===== src/rtl/btt_pkg.sv =====
// btt_pkg: shared defaults, load FSM state encoding and target word type
// for the branch target table.
//   ADDR_W_DEF    - default entry pointer width (DEPTH = 2**ADDR_W)
//   TGT_W_DEF     - default target (PC) width
//   NUM_BANKS_DEF - default number of program banks
//   bank_w()      - bank select width, never less than 1
package btt_pkg;
    localparam int ADDR_W_DEF    = 5;
    localparam int TGT_W_DEF     = 10;
    localparam int NUM_BANKS_DEF = 4;
    typedef enum logic [1:0] {IDLE, CLEAR, LOAD, DONE} btt_state_t;
    typedef logic [TGT_W_DEF-1:0] tgt_t;
    function automatic int bank_w(input int n);
        return n > 1 ? $clog2(n) : 1;
    endfunction
endpackage


===== src/rtl/branch_target_table_if.sv =====
// branch_target_table_if: read and load ports of the branch target table.
//   read : bank_sel, rd_en, rd_addr -> rd_target, rd_valid, rd_miss
//   load : load_start, load_bank, load_last, ld_valid, ld_data
//          -> ld_ready, load_busy, load_done
//   stats: hit_cnt, miss_cnt (only with BTT_STATS_EN defined)
//   master = fetch stage / loader, slave = table.
interface branch_target_table_if #(
    parameter int ADDR_W    = btt_pkg::ADDR_W_DEF,
    parameter int TGT_W     = btt_pkg::TGT_W_DEF,
    parameter int NUM_BANKS = btt_pkg::NUM_BANKS_DEF
);
    import btt_pkg::*;
    localparam int BANK_W = bank_w(NUM_BANKS);
    logic [BANK_W-1:0] bank_sel;
    logic              rd_en;
    logic [ADDR_W-1:0] rd_addr;
    logic [TGT_W-1:0]  rd_target;
    logic              rd_valid;
    logic              rd_miss;
    logic              load_start;
    logic [BANK_W-1:0] load_bank;
    logic [ADDR_W-1:0] load_last;
    logic              ld_valid;
    logic [TGT_W-1:0]  ld_data;
    logic              ld_ready;
    logic              load_busy;
    logic              load_done;
`ifdef BTT_STATS_EN
    logic [15:0]       hit_cnt;
    logic [15:0]       miss_cnt;
    modport master (
        output bank_sel, rd_en, rd_addr, load_start, load_bank, load_last, ld_valid, ld_data,
        input  rd_target, rd_valid, rd_miss, ld_ready, load_busy, load_done, hit_cnt, miss_cnt
    );
    modport slave (
        input  bank_sel, rd_en, rd_addr, load_start, load_bank, load_last, ld_valid, ld_data,
        output rd_target, rd_valid, rd_miss, ld_ready, load_busy, load_done, hit_cnt, miss_cnt
    );
`else
    modport master (
        output bank_sel, rd_en, rd_addr, load_start, load_bank, load_last, ld_valid, ld_data,
        input  rd_target, rd_valid, rd_miss, ld_ready, load_busy, load_done
    );
    modport slave (
        input  bank_sel, rd_en, rd_addr, load_start, load_bank, load_last, ld_valid, ld_data,
        output rd_target, rd_valid, rd_miss, ld_ready, load_busy, load_done
    );
`endif
endinterface


===== src/rtl/btt_load_fsm.sv =====
// btt_load_fsm: load sequencer for one bank of the branch target table.
//   in : Clk, Reset_n (async, active-low), load_start, load_bank, load_last, ld_valid
//   out: ld_ready, load_busy, load_done,
//        clr (clear valid bits of bank), wr_en (write ld_data at bank/idx),
//        bank (captured bank), idx (write index)
module btt_load_fsm
    import btt_pkg::*;
#(
    parameter int ADDR_W = ADDR_W_DEF,
    parameter int BANK_W = 2
) (
    input  logic              Clk,
    input  logic              Reset_n,
    input  logic              load_start,
    input  logic [BANK_W-1:0] load_bank,
    input  logic [ADDR_W-1:0] load_last,
    input  logic              ld_valid,
    output logic              ld_ready,
    output logic              load_busy,
    output logic              load_done,
    output logic              clr,
    output logic              wr_en,
    output logic [BANK_W-1:0] bank,
    output logic [ADDR_W-1:0] idx
);
    btt_state_t state, state_nx;
    logic [ADDR_W-1:0] last;

    assign ld_ready  = state == LOAD;
    assign load_busy = state != IDLE;
    assign load_done = state == DONE;

    always_ff @(posedge Clk or negedge Reset_n) begin
        if (!Reset_n) begin
            state <= IDLE;
            idx   <= '0;
            bank  <= '0;
            last  <= '0;
        end else begin
            state <= state_nx;
            if (state == IDLE && load_start) begin
                bank <= load_bank;
                last <= load_last;
                idx  <= '0;
            end else if (wr_en && idx != last) begin
                // Hold on the final beat so a full-depth load never wraps idx.
                idx <= idx + 1'b1;
            end
        end
    end

    always_comb begin
        state_nx = state;
        clr      = 1'b0;
        wr_en    = 1'b0;
        case (state)
            IDLE:  state_nx = load_start ? CLEAR : IDLE;
            CLEAR: begin
                clr      = 1'b1;
                state_nx = LOAD;
            end
            LOAD: begin
                wr_en    = ld_valid;
                state_nx = (ld_valid && idx == last) ? DONE : LOAD;
            end
            default: state_nx = IDLE;
        endcase
    end
endmodule


===== src/rtl/branch_target_table.sv =====
// branch_target_table: multi-bank run-time-loadable PC branch target table.
//   Clk, Reset_n : clock, asynchronous active-low reset
//   bus (slave)  : read port with 1-cycle registered result, valid/ready
//                  load port driven by btt_load_fsm
// Optional: define BTT_STATS_EN to add saturating 16-bit hit_cnt/miss_cnt,
// cleared by reset and by load_done.
module branch_target_table
    import btt_pkg::*;
#(
    parameter int ADDR_W    = ADDR_W_DEF,
    parameter int TGT_W     = TGT_W_DEF,
    parameter int NUM_BANKS = NUM_BANKS_DEF
) (
    input logic                  Clk,
    input logic                  Reset_n,
    branch_target_table_if.slave bus
);
    localparam int DEPTH  = 2 ** ADDR_W;
    localparam int BANK_W = bank_w(NUM_BANKS);

    logic [TGT_W-1:0]                 mem [NUM_BANKS][DEPTH];
    logic [NUM_BANKS-1:0][DEPTH-1:0]  vld;
    logic                             clr, wr_en, hit;
    logic [BANK_W-1:0]                wr_bank;
    logic [ADDR_W-1:0]                wr_idx;

    btt_load_fsm #(.ADDR_W(ADDR_W), .BANK_W(BANK_W)) u_fsm (
        .Clk        (Clk),
        .Reset_n    (Reset_n),
        .load_start (bus.load_start),
        .load_bank  (bus.load_bank),
        .load_last  (bus.load_last),
        .ld_valid   (bus.ld_valid),
        .ld_ready   (bus.ld_ready),
        .load_busy  (bus.load_busy),
        .load_done  (bus.load_done),
        .clr        (clr),
        .wr_en      (wr_en),
        .bank       (wr_bank),
        .idx        (wr_idx)
    );

    always_ff @(posedge Clk or negedge Reset_n) begin
        if (!Reset_n)
            vld <= '0;
        else if (clr)
            vld[wr_bank] <= '0;
        else if (wr_en)
            vld[wr_bank][wr_idx] <= 1'b1;
    end

    always_ff @(posedge Clk) begin
        if (wr_en)
            mem[wr_bank][wr_idx] <= bus.ld_data;
    end

    // Sampled before this edge's write lands, so a same-entry read sees old data.
    assign hit = vld[bus.bank_sel][bus.rd_addr];

    always_ff @(posedge Clk or negedge Reset_n) begin
        if (!Reset_n) begin
            bus.rd_target <= '0;
            bus.rd_valid  <= 1'b0;
            bus.rd_miss   <= 1'b0;
        end else begin
            bus.rd_valid <= bus.rd_en;
            if (bus.rd_en) begin
                bus.rd_target <= hit ? mem[bus.bank_sel][bus.rd_addr] : '0;
                bus.rd_miss   <= !hit;
            end
        end
    end

`ifdef BTT_STATS_EN
    always_ff @(posedge Clk or negedge Reset_n) begin
        if (!Reset_n) begin
            bus.hit_cnt  <= '0;
            bus.miss_cnt <= '0;
        end else if (bus.load_done) begin
            bus.hit_cnt  <= '0;
            bus.miss_cnt <= '0;
        end else if (bus.rd_valid) begin
            if (!bus.rd_miss && bus.hit_cnt != 16'hFFFF)
                bus.hit_cnt <= bus.hit_cnt + 16'd1;
            if (bus.rd_miss && bus.miss_cnt != 16'hFFFF)
                bus.miss_cnt <= bus.miss_cnt + 16'd1;
        end
    end
`endif
endmodule

===== src/flat_wrapper.sv =====
// flat-port wrapper written by rule: the top's interface ports become plain ports
module branch_target_table_flat import btt_pkg::*;
#(
    parameter int ADDR_W    = ADDR_W_DEF,
    parameter int TGT_W     = TGT_W_DEF,
    parameter int NUM_BANKS = NUM_BANKS_DEF
)
  (Clk, Reset_n, bus_bank_sel, bus_rd_en, bus_rd_addr, bus_load_start, bus_load_bank, bus_load_last, bus_ld_valid, bus_ld_data, bus_rd_target, bus_rd_valid, bus_rd_miss, bus_ld_ready, bus_load_busy, bus_load_done);
  branch_target_table_if #(.ADDR_W(ADDR_W), .TGT_W(TGT_W), .NUM_BANKS(NUM_BANKS)) bus_i ();
  input logic Clk;
  input logic Reset_n;
  input wire logic [$bits(bus_i.bank_sel)-1:0] bus_bank_sel;
  input wire logic [$bits(bus_i.rd_en)-1:0] bus_rd_en;
  input wire logic [$bits(bus_i.rd_addr)-1:0] bus_rd_addr;
  input wire logic [$bits(bus_i.load_start)-1:0] bus_load_start;
  input wire logic [$bits(bus_i.load_bank)-1:0] bus_load_bank;
  input wire logic [$bits(bus_i.load_last)-1:0] bus_load_last;
  input wire logic [$bits(bus_i.ld_valid)-1:0] bus_ld_valid;
  input wire logic [$bits(bus_i.ld_data)-1:0] bus_ld_data;
  output wire logic [$bits(bus_i.rd_target)-1:0] bus_rd_target;
  output wire logic [$bits(bus_i.rd_valid)-1:0] bus_rd_valid;
  output wire logic [$bits(bus_i.rd_miss)-1:0] bus_rd_miss;
  output wire logic [$bits(bus_i.ld_ready)-1:0] bus_ld_ready;
  output wire logic [$bits(bus_i.load_busy)-1:0] bus_load_busy;
  output wire logic [$bits(bus_i.load_done)-1:0] bus_load_done;
  assign bus_i.bank_sel = bus_bank_sel;
  assign bus_i.rd_en = bus_rd_en;
  assign bus_i.rd_addr = bus_rd_addr;
  assign bus_i.load_start = bus_load_start;
  assign bus_i.load_bank = bus_load_bank;
  assign bus_i.load_last = bus_load_last;
  assign bus_i.ld_valid = bus_ld_valid;
  assign bus_i.ld_data = bus_ld_data;
  assign bus_rd_target = bus_i.rd_target;
  assign bus_rd_valid = bus_i.rd_valid;
  assign bus_rd_miss = bus_i.rd_miss;
  assign bus_ld_ready = bus_i.ld_ready;
  assign bus_load_busy = bus_i.load_busy;
  assign bus_load_done = bus_i.load_done;
  branch_target_table #(.ADDR_W(ADDR_W), .TGT_W(TGT_W), .NUM_BANKS(NUM_BANKS)) u_core (.Clk(Clk), .Reset_n(Reset_n), .bus(bus_i));
endmodule

===== config.mk =====
export PLATFORM = sky130hd
export DESIGN_NAME = branch_target_table_flat
export DESIGN_NICKNAME = d
export VERILOG_FILES = /design/src/rtl/btt_pkg.sv /design/src/rtl/branch_target_table_if.sv /design/src/rtl/btt_load_fsm.sv /design/src/rtl/branch_target_table.sv /design/src/flat_wrapper.sv
export SDC_FILE = /design/constraint.sdc
export NUM_CORES = 1
export LEC_CHECK = 0
export BUFFER_PORTS_ARGS = -buffer_cell sky130_fd_sc_hd__buf_2
export CAP_MARGIN = 10
export CORE_MARGIN = 3
export CORE_UTILIZATION = 53
export CTS_CLUSTER_SIZE = 40
export DETAILED_ROUTE_END_ITERATION = 10
export GPL_TIMING_DRIVEN = 0
export PLACE_DENSITY_LB_ADDON = 0.2
export SETUP_SLACK_MARGIN = 0.15
export SYNTH_ARGS = -nofsm -noshare
export SYNTH_HDL_FRONTEND = slang
export SYNTH_SLANG_ARGS = --single-unit

===== constraint.sdc =====
create_clock -name Clk -period 3.4 [get_ports Clk]
set_input_delay 0.68 -clock Clk [delete_from_list [all_inputs] [get_ports Clk]]
set_output_delay 0.68 -clock Clk [all_outputs]
set_load 0.005 [all_outputs]

==> results.cfg <==
[clocking]
clk_latency_ns = 0.77
clock_sink_count = 1434
cts.clk_slew.worst_paths_ns = 0.06
clk_path_buf_depth = 3
htree_levels = 4
root_buffer = clkbuf_16
cts_tree = yes
cts_buffers = 146

[global_routing]
antenna_found_initial = 7
grt-ovfl-total = 0
grt_pass1_wl_mm = 235
track_usage = 0.304
first_global_vias = 30691
grt_max_degree = 93

[setup_path]
crit_start = bus_rd_addr[0]
crit_arrival_ns = 3.94
r2r_end = u_core.mem[0][164]$_DFFE_PP_
crit_required_ns = 4.02
r2r_cells = 5
r2r-start = u_core.u_fsm.idx[2]$_DFFE_PN0P_
cp-end-kind = register
crit_path_max_fanout = 10
regToRegSetupSlack_ns = 0.19
worstSetupPathType = input port to register
critPathLaunchType = input port

[finish]
syn2layout_area_growth_pct = 14.0
nFillCells = 7404
final_util = 0.613
drive_gt1_frac = 0.269
fin_nets = 3161

[synthesis]
yosysMostFrequentCell = edfxtp_1
synth_fp_nets = 2922
synth_cell_types = 67
synth_warnings = 0
yosys_register_bits = 1434
synth_area_leaders = edfxtp_1, mux4_2, dfrtp_1
postSynthCellCount = 2885
avgSynthCellArea_um2 = 19.8
synth-edff-count = 1280
yosys-top-cells-count = edfxtp_1, nor2_1, mux4_2
ys_seq_area_frac = 0.742
netlist_area_um2 = 57000
synth-main-ff-cell = edfxtp_1
synth-async-reset-ratio = 0.107
synth_area_leader_cell = edfxtp_1
yosysTopAreaCellShare = 0.674

[floorplanning]
rows = 119
core_um2 = 106000
initial_core_util = 0.538
die_height_um = 334
die_w_um = 334
dieArea_um2 = 112000
pin_count = 44

[min_path]
worstHoldPathCells = 3
whs_endpoint = u_core.u_fsm.last[1]$_DFFE_PN0P_
worstHoldPathType = input port to register
hold_start = bus_load_last[1]

[pwr]
ir_drop_v = 0.000489
p_leak_nw = 21.8
p_per_area_nw_per_um2 = 616

[sta]
fmax_ghz = 0.301
maxSlewViolCount = 0
slew_headroom = 0.0551
tns_ns = 0
final-hold-violation-count = 0
worst-slew-pin-transition_ns = 1.41
finalCritPeriodShare = 0.977
skew_ns = 0.0290
finalSetupViolations = 0
period_minus_slack_ns = 3.32
setup_ws_ns = 0.0789
holdWs_ns = 0.113
rsz0062_at_grt = yes

[detailed_routing]
dr.pass1.iters = 6
vias_per_cell = 6.73
vias = 31190
drc_errors = 0
drt-wirelength-per-cell_um = 36.1
drtIter0Drc = 4725
wl_mm = 167
ant_nets = 0

[place]
gp_congestion = 0.974
dp_slack_ns = -0.859
dp_hpwl_mm = 112
io_buffers = 39

[job]
maxCapViolCount = 0

[outcome]
status = completed
[layer usage]
layer,track usage,up-vias,share of wire
li1,-,12205,-
met1,0.425,16383,0.38
met2,0.456,2179,0.45
met3,0.0769,421,0.12
met4,0.144,2,0.053
met5,0,-,0.000078
[worst max-delay path: stages]
cell      delay (ns)
buf_4           0.21
buf_6           0.19
buf_4           0.31
buf_4           0.41
buf_2           0.51
mux2i_1         0.29
a21oi_1         0.17
o211a_1         0.35
a211oi_1        0.59
o32ai_1         0.19
[timing repair]
action | 4_1_cts | 5_1_grt
setup buffers | 28 | 0
hold endpoints to repair | 82 | 0
hold buffers | 1 | 0
pin swaps | 22 | 0
endpoints found under the setup margin | 1089 | 614
gates resized for setup | 126 | 26
[metrics by stage]
stage / instances / area (um^2) / total power, mW
2_1_floorplan: 2885 / 57000 / 21.8
3_3_place_gp: 4315 / 58900 / 23.6
3_5_place_dp: 4336 / 59400 / 23.8
4_1_cts: 4630 / 64800 / 39.9
5_1_grt: 4633 / 65000 / 40.9
6_report: 4635 / 65000 / 40.0
[layout by cell type, fill, tap and decap left out, types with 9 or more instances in the layout]
cell type and count:
clkinv_1 24, buf_2 47, inv_1 19, mux2_2 20
buf_8 10, clkinv_2 22, a21oi_1 145, edfxtp_1 1280
nand2b_1 17, nor2_4 33, bufinv_16 16, nor2b_1 11
clkbuf_16 150, buf_16 12, dfrtp_1 154, a22oi_1 34
o21ai_0 9, clkbuf_8 13, mux4_2 317, buf_12 9
a211oi_1 13, mux4_1 38, clkbuf_1 81, nand2_1 90
nor2_2 63, nor2_1 227, clkbuf_2 12, o22ai_1 13
buf_6 43, buf_4 63, mux2i_1 91
[registers in the layout (all words and copies together) (netlist names)]
signal / flops
u_core.vld: 128
u_core.bus.rd_valid: 1
u_core.mem: 1280
u_core.u_fsm.state: 2
u_core.u_fsm.last: 5
u_core.bus.rd_miss: 1
u_core.u_fsm.idx: 5
u_core.bus.rd_target: 10
u_core.u_fsm.bank: 2
[cell type report]
type	instances	area, um^2	share of cell area
sequential	1434	42300	0.651
multi-input combinational	1261	13800	0.212
clock buffer	186	3940	0.0606
tap	1391	1740	0.0268
buffer	169	1310	0.0202
timing repair buffer	92	943	0.0145
clock inverter	80	883	0.0136
inverter	20	75.1	0.00116
antenna	2	5.00	0.0000770
[worst max path at each step]
stage,endpoint,depth (start not counted),slack (ns)
final,u_core.bus.rd_target[5]$_DFFE_PN0P_,10,0.08
after detailed placement,u_core.bus.rd_target[5]$_DFFE_PN0P_,9,-0.86
after global routing,u_core.mem[1][201]$_DFFE_PP_,5,0.11
after floorplan,u_core.bus.rd_target[9]$_DFFE_PN0P_,9,0.73
after global placement,u_core.bus.rd_target[8]$_DFFE_PN0P_,9,-1.64
after CTS,u_core.mem[3][60]$_DFFE_PP_,7,-0.14
[power by group]
part	total, mW	internal, mW	leakage, nW	switching [mW]
clock network	16.2	9.45	2.36	6.75
logic	4.18	1.15	5.86	3.03
registers	19.6	19.5	13.6	0.161
total	40.0	30.1	21.8	9.94
[cell families after synthesis]
logic type | after synthesis | share of synthesized area
AO/OA/AOI/OAI | 290 | 0.0323
adder cells (fa/ha/maj) | 8 | 0.00176
AND/OR/NAND/NOR | 488 | 0.0359
XOR/XNOR | 9 | 0.00138
flip-flops | 1434 | 0.742
buffers and inverters | 190 | 0.0241
multiplexers | 466 | 0.163
No activity file was read; power rests on OpenSTA's default activity.
